--- src/rtl/lsu_mem_ctrl.sv ---
// Load/store unit: M-stage access -> one valid/ready bus transaction, with stall and load formatting.
// Optional build macro MISALIGN_TRAP_EN: trap misaligned H/W accesses instead of truncating the address.
//
// state | meaning
// IDLE  | waiting for MemReadM/MemWriteM; stall asserted combinationally on detect
// REQ   | bus_valid high, waiting for bus_ready or timeout
// DONE  | access complete, pipeline released, result/error pulses presented
module lsu_mem_ctrl #(
  parameter int TIMEOUT = 255,
  parameter int CNT_W   = 16
) (
  input  logic        clk,
  input  logic        reset,
  input  logic        MemReadM,
  input  logic        MemWriteM,
  input  logic [2:0]  funct3M,
  input  logic [31:0] AddrM,
  input  logic [31:0] WriteDataM,
  output logic [31:0] ReadDataM,
  output logic        StallMem,
  output logic        bus_valid,
  output logic        bus_we,
  output logic [31:0] bus_addr,
  output logic [31:0] bus_wdata,
  output logic [3:0]  bus_be,
  input  logic        bus_ready,
  input  logic [31:0] bus_rdata,
  output logic        BusErr,
  output logic        MisalignErr
);

  typedef enum logic [1:0] {IDLE, REQ, DONE} state_t;

  state_t            state, state_nx;
  logic              access;
  logic              misaligned;
  logic              timeout;
  logic [CNT_W-1:0]  cnt;
  logic [31:0]       addr_q;
  logic [31:0]       wdata_q;
  logic [2:0]        f3_q;
  logic              we_q;
  logic [3:0]        be_q;
  logic [31:0]       rdata_q;
  logic              bus_err_q;
  logic [3:0]        fmt_be;
  logic [31:0]       fmt_wdata;
  logic [7:0]        ld_byte;
  logic [15:0]       ld_half;
  logic [31:0]       ld_fmt;

  assign access  = MemReadM | MemWriteM;
  assign timeout = (cnt == CNT_W'(TIMEOUT - 1));

`ifdef MISALIGN_TRAP_EN
  logic mis_q;

  assign misaligned = (((funct3M == 3'b001) || (funct3M == 3'b101)) && AddrM[0]) ||
                      ((funct3M == 3'b010) && (AddrM[1:0] != 2'b00));
  assign MisalignErr = mis_q;

  always_ff @(posedge clk or negedge reset) begin
    if (!reset) mis_q <= 1'b0;
    else        mis_q <= (state == IDLE) && access && misaligned;
  end
`else
  assign misaligned  = 1'b0;
  assign MisalignErr = 1'b0;
`endif

  always_comb begin
    fmt_be    = 4'b1111;
    fmt_wdata = WriteDataM;
    case (funct3M)
      3'b000: begin
        fmt_be    = 4'b0001 << AddrM[1:0];
        fmt_wdata = {4{WriteDataM[7:0]}};
      end
      3'b001: begin
        fmt_be    = AddrM[1] ? 4'b1100 : 4'b0011;
        fmt_wdata = {2{WriteDataM[15:0]}};
      end
      default: ;
    endcase
  end

  always_comb begin
    ld_byte = bus_rdata[7:0];
    case (addr_q[1:0])
      2'd1:    ld_byte = bus_rdata[15:8];
      2'd2:    ld_byte = bus_rdata[23:16];
      2'd3:    ld_byte = bus_rdata[31:24];
      default: ld_byte = bus_rdata[7:0];
    endcase
    ld_half = addr_q[1] ? bus_rdata[31:16] : bus_rdata[15:0];
    case (f3_q)
      3'b000:  ld_fmt = {{24{ld_byte[7]}}, ld_byte};
      3'b100:  ld_fmt = {24'd0, ld_byte};
      3'b001:  ld_fmt = {{16{ld_half[15]}}, ld_half};
      3'b101:  ld_fmt = {16'd0, ld_half};
      default: ld_fmt = bus_rdata;
    endcase
  end

  always_comb begin
    state_nx  = state;
    StallMem  = 1'b0;
    bus_valid = 1'b0;
    case (state)
      IDLE: begin
        // reset gates the combinational stall so all outputs read 0 while held in reset
        if (access && reset) begin
          StallMem = 1'b1;
          state_nx = misaligned ? DONE : REQ;
        end
      end
      REQ: begin
        StallMem  = 1'b1;
        bus_valid = 1'b1;
        if (bus_ready || timeout) state_nx = DONE;
      end
      DONE:    state_nx = IDLE;
      default: state_nx = IDLE;
    endcase
  end

  assign bus_we    = bus_valid & we_q;
  assign bus_addr  = bus_valid ? {addr_q[31:2], 2'b00} : 32'd0;
  assign bus_wdata = bus_valid ? wdata_q : 32'd0;
  assign bus_be    = bus_valid ? be_q : 4'd0;
  assign ReadDataM = rdata_q;
  assign BusErr    = bus_err_q;

  always_ff @(posedge clk or negedge reset) begin
    if (!reset) begin
      state     <= IDLE;
      cnt       <= '0;
      addr_q    <= 32'd0;
      wdata_q   <= 32'd0;
      f3_q      <= 3'd0;
      we_q      <= 1'b0;
      be_q      <= 4'd0;
      rdata_q   <= 32'd0;
      bus_err_q <= 1'b0;
    end else begin
      state     <= state_nx;
      bus_err_q <= 1'b0;
      case (state)
        IDLE: begin
          cnt <= '0;
          if (access) begin
            addr_q  <= AddrM;
            f3_q    <= funct3M;
            we_q    <= MemWriteM;
            wdata_q <= fmt_wdata;
            be_q    <= fmt_be;
            if (misaligned) rdata_q <= 32'd0;
          end
        end
        REQ: begin
          if (bus_ready) begin
            rdata_q <= ld_fmt;
            cnt     <= '0;
          end else if (timeout) begin
            rdata_q   <= 32'd0;
            bus_err_q <= 1'b1;
            cnt       <= '0;
          end else begin
            cnt <= cnt + 1'b1;
          end
        end
        default: cnt <= '0;
      endcase
    end
  end

endmodule

--- config.mk ---
export PLATFORM = sky130hd
export DESIGN_NAME = lsu_mem_ctrl
export DESIGN_NICKNAME = d
export VERILOG_FILES = /design/src/rtl/lsu_mem_ctrl.sv
export SDC_FILE = /design/constraint.sdc
export NUM_CORES = 1
export LEC_CHECK = 0
export CAP_MARGIN = 10
export CORE_ASPECT_RATIO = 0.5
export CORE_UTILIZATION = 50
export CTS_CLUSTER_SIZE = 28
export DETAILED_ROUTE_END_ITERATION = 8
export GPL_TIMING_DRIVEN = 0
export HOLD_SLACK_MARGIN = 0.15
export MAX_ROUTING_LAYER = met4
export PLACE_DENSITY = 0.95
export SLEW_MARGIN = 25
export SYNTH_ARGS = -nofsm -noshare
export SYNTH_HDL_FRONTEND = slang
export SYNTH_SLANG_ARGS = --single-unit
--- constraint.sdc ---
create_clock -name clk -period 2.7 [get_ports clk]
set_input_delay 0.54 -clock clk [delete_from_list [all_inputs] [get_ports clk]]
set_output_delay 0.54 -clock clk [all_outputs]
set_load 0.02 [all_outputs]
# == After elaboration in Yosys (flattened, before gate mapping) ==
# Index checks and enable logic that the tools add are counted.
# totals
regBits,123
latchBits,0
ramBits,0
mem_bits_ro,0
in_bits,104
output_inout_bits,105
word_cells,56
mem_count,0
# op_classes
addsub,1
multipliers,0
n_div,0
magnitude_cmp,0
eq_ne,11
shift,1
muxes,23
bitwise,2
n_reduce_logical,9
# ops
cell,count
two-way mux 32 bit,4
one-hot mux 32 bit (4 select lines),1
two-way mux 16 bit,4
one-hot mux 32 bit (2 select lines),1
one-hot mux 8 bit (3 select lines),1
adder 16 x 1 -> 16 bit (second input constant),1
== test 16 x 8 -> 1 bit (second input constant),1
two-way mux 4 bit,2
one-hot mux 4 bit (2 select lines),1
== test 3 x 1 -> 1 bit (second input constant),2
== test 3 bit (second input constant),2
zero test 3 bit,2
AND reduction 2 bit,3
two-way mux 1 bit,5
== test 2 x 1 -> 1 bit (second input constant),2
== test 2 bit (second input constant),2
two-way mux 2 bit,2
inequality test 2 bit (second input constant),2
one-hot mux 2 bit (2 select lines),1
<< shifter 1 x 2 -> 4 bit (first input constant),1
zero test 2 bit,1
one-hot mux 1 bit (2 select lines),1
nonzero test 2 bit,1
AND 1 bit,1
other kinds (3),3

# == Longest topological paths before layout ==
# logic_depth
ltp_word,4
depth_mapped,8
ltp_nobuf,6

# == Worst setup path after synthesis ==
# No wires, ideal clock.
# synth_path
path_type,register -> output
from,reg state[1]
to,out bus_wdata[10]
arrival_time_ns,1.404
required_time_ns,2.160
path_slack_ns,0.756
stages_incl_launch_ff,6
path_cell_list,dfrtp_1 > nand2b_1 > inv_1 > clkbuf_1 > clkbuf_1 > and2_1
# synth_between
elab_chain_len,3
# synth_rtl
element,line_no,text
"start, declared",34,"state_t state, state_nx;"
"start signal, assigned",146,state <= state_nx;
== test 2 x 1 -> 1 bit,109,case (state)
two-way mux 1 bit,109,
two-way mux 32 bit,129,assign bus_wdata = bus_valid ? wdata_q : 32'd0;
"end, declared",24,"output logic [31:0] bus_wdata,"
# No other way between the ends.

# == Worst setup path in the final report ==
# layout_path
from,reg state[1]
to,out bus_wdata[20]
# The elaborated chain is that of the path after synthesis.

==> impl_results.md <==
- Run status: finished, violations left
- Failing checks: DRC
- Final HPWL DP: 13200 µm
- YS warnings: 0
- Area contributors post-synth: dfrtp_1 50%, mux2_2 7.7%, and2_1 7.1%
- Max Root-Sink Buffers: 2
- Clk network pwr share: ~28%
- Cells along the critical path: nand2b_2 > inv_4 > clkbuf_4 > clkbuf_4 > and2_1 > dlygate4sd2_1
- PD cells: a little over 900 nW/µm²
- Reg-to-reg endpoint: ReadDataM[26]
- Cell mode on critical path: clkbuf_4
- CP startpoint: state[1]
- Switching fraction of total power: 34.3%
- Area grow syn2layout: 46.8%
- Metal3 WL: ~1200 µm
- Tightest Pin Transition: ~830 ps
- Maximum vdd ir drop: between 0.4 and 0.5 mV
- TNS Setup: 0 ps
- Worst slew margin: between 40% and 50%
- Slowest CP cell: dfrtp_1
- Clock Sinks: roughly 120
- Final setup viols: 0
- Chip Height: 80.2 µm
- Drt wl/cell: ~19 µm
- H-tree depth: 4
- # rows: 28
- Final setup margin: slightly above 50 ps
- Mapped Area: slightly above 6000 µm²
- Syn Inst Count: between 500 and 600
- P_int: ~5.4 mW
- Final period util: between 90% and 100%
- Critical path fanouts, max: 10
- Highest metal used: met4
- Fmax: around 380 MHz
- Post-synthesis sequential area ratio: approximately half
- Final hold vios: 0
- First drt pass iteration count: 8
- CP endpoint kind: output port
- Number of synthesized flops with an enable pin: 0
- Skew-Pair Late Insertion Delay: 420 ps
- Vias in the first global route: about 5700
- Synth async-reset ratio: 100%
- Synthesized flop and latch total: roughly 120
- Post-route ant nets: 0
- Synth top area share: between 50% and 60%
- PortBufs: roughly 200
- Max-slew violation count: 0
- Met2 Wirelength: between 9000 and 10000 µm
- Final #Nets: 917
- Worst r2r src: cnt[0]
- Post-layout minimum cycle time: roughly 2600 ps
- Fraction of layout cells with a size suffix above 1: 15.7%
- Setup Buffers After CTS: 0
- Worst setup path end: bus_wdata[20]
- Core area: ~12000 µm²
- Final Skew: 10.4 ps
- Vias per inst: ~5.7
- Tot GR Track Use: a little under a third
- Net Switching: 2.84 mW
- Leakage: 3.96 nW
- R2r setup slk: 490 ps
- CP Class: flip-flop to output port
- Initial antenna violation count: 0
- Startpoint Class: flip-flop
- Placed cells: 953
- Data arrival, critical path: ~2100 ps
- I/O pins: 209
- CTS tree: done
- Number of remaining DRC errors: 1
- Total CTS buffers: 17
- Grt total ovfl: 0
- GPL Wtd Cong: 0.890
- Fin Hold WS: approximately 180 ps
- Main synth FF type: dfrtp_1
- Post-Syn Area per Cell: around 11 µm²
- Metal1 wirelength: about 7900 µm
- Initial core utilization: between 50% and 60%
- WP buf/inv: 4
- Non-filler cells, final: ~1000
- CTS Root Cell: clkbuf_16
- N_diodes: 0
- Iter 0 DRT Violations: 293
- Dpl ws: -177 ps
- Reg clk slew, reported paths: approximately 60 ps
- Crit-path leading delay family: buffers and inverters
- Die width: 158 µm
- Yosys top cell by area: dfrtp_1
- Pin count of the biggest net entering global routing: 45
- Reg power frac: around 34%
- Worst EP required: between 2000 and 2500 ps
- Max capacitance violation total: 0
- Logic pwr share: between 30% and 40%
- Die area: between 10000 and 15000 µm²
- Hold crit path type: input port to asynchronous set/reset pin
- Detailed Route WL: 19000 µm
- Critical path depth: 6
- First-pass GRT wire length: 29500 µm
- Worst path max stage delay: about 420 ps
- Routed vias: 5584
- Library cells used by synthesis: 52
- Worst R2R Path Depth: 7
## synthesized netlist by cell type (4+ instances only)
library cell,n
a31oi_1,7
clkbuf_1,29
nand2b_1,10
nand2_1,50
a221o_1,19
mux2i_1,24
a221o_2,10
a21oi_1,8
nor3_1,12
inv_1,13
nor2b_1,8
a211oi_1,5
and2_1,69
o21ai_0,41
dfrtp_1,123
nand3_1,10
nor2_1,30
mux2_2,42
xnor2_1,13
buf_2,6
nor4_1,4
## cell type report
cell class | count | area, µm²
Multi-Input combinational cell | 405 | 2820
Sequential cell | 123 | 3080
Timing Repair Buffer | 209 | 2030
Fill cell | 789 | 2900
Clock inverter | 8 | 118
Tap cell | 165 | 206
Clock buffer | 22 | 474
Inverter | 13 | 51.3
Buffer | 42 | 208
## layout by cell type (no fill, tap or decap), types with 13 or more instances in the layout
cell	Yosys	routed
clkdlybuf4s50_1	0	136
dfrtp_1	123	123
and2_1	69	69
nand2_1	50	50
dlygate4sd2_1	0	49
mux2_2	42	42
o21ai_0	41	41
nor2_1	30	30
clkbuf_1	29	24
mux2i_1	24	24
a221o_1	19	19
clkbuf_2	0	17
clkbuf_16	0	17
xnor2_1	13	13
## worst reg2reg max path: stages, from the launching register on
cell     delay (ps)
dfrtp_1         420
inv_1           100
ha_1            170
nor4b_1         250
and4b_1         320
o21ai_1         160
buf_2           250
a221o_2         420
## state kept, by name, indices dropped and copies added, names as in the netlist
register   count
we_q           1
ReadDataM     32
BusErr         1
wdata_q       32
addr_q        32
f3_q           3
cnt           16
state          2
be_q           4
## per-stage QoR
step | area [µm²] | power, mW | utilization [%]
final | 8980 | 8.29 | 75.6
after detailed placement | 8410 | 6.06 | 70.8
after floorplan | 6130 | 4.53 | -
after global routing | 8980 | 8.68 | 75.6
after global placement | 8380 | 5.94 | 70.5
after CTS | 9040 | 8.29 | 76.1
## cell families (layout without fill, tap and decap cells)
group | count (synthesis) | count (layout) | synth area share (%)
flip-flops | 123 | 123 | 50.3
XOR/XNOR | 14 | 14 | 2.00
buffers and inverters | 55 | 294 | 3.80
AND/OR/NAND/NOR | 209 | 209 | 18.2
multiplexers | 67 | 67 | 12.0
adder cells (fa/ha/maj) | 2 | 2 | 0.409
other | 1 | 3 | 0.0613
AO/OA/AOI/OAI | 110 | 110 | 13.2
## worst min path at each step
stage	cells after the start	from	end	slack [ps]
global route	3	reset	ReadDataM[26]	190
detailed placement	1	reset	ReadDataM[27]	430
CTS	3	reset	ReadDataM[27]	170
floorplan	0	reset	BusErr	240
finish	3	reset	ReadDataM[23]	180
global placement	1	be_q[2]	be_q[2]	450
## power groups by stage
stage               registers [mW]  clock network [mW]  logic [mW]
CTS                           2.79                2.33        3.17
finish                        2.81                2.31        3.18
global placement              2.78                   0        3.16
global route                  2.88                2.41        3.40
detailed placement            2.81                   0        3.25
floorplan                     3.01                   0        1.52
## routing by layer
layer,up-vias,global-route usage [%]
li1,2508,-
met1,2750,37.9
met2,258,52.1
met3,68,6.58
met4,0,16.5
met5,-,-
## repair_timing
action / 4_1_cts / 5_1_grt
setup endpoints to repair: 69 / 21
gates cloned: 1 / 0
endpoints found under the hold margin: 36 / 0
hold buffers: 3 / 0
resized for setup: 85 / 33
(Power assumes the default switching activity.)
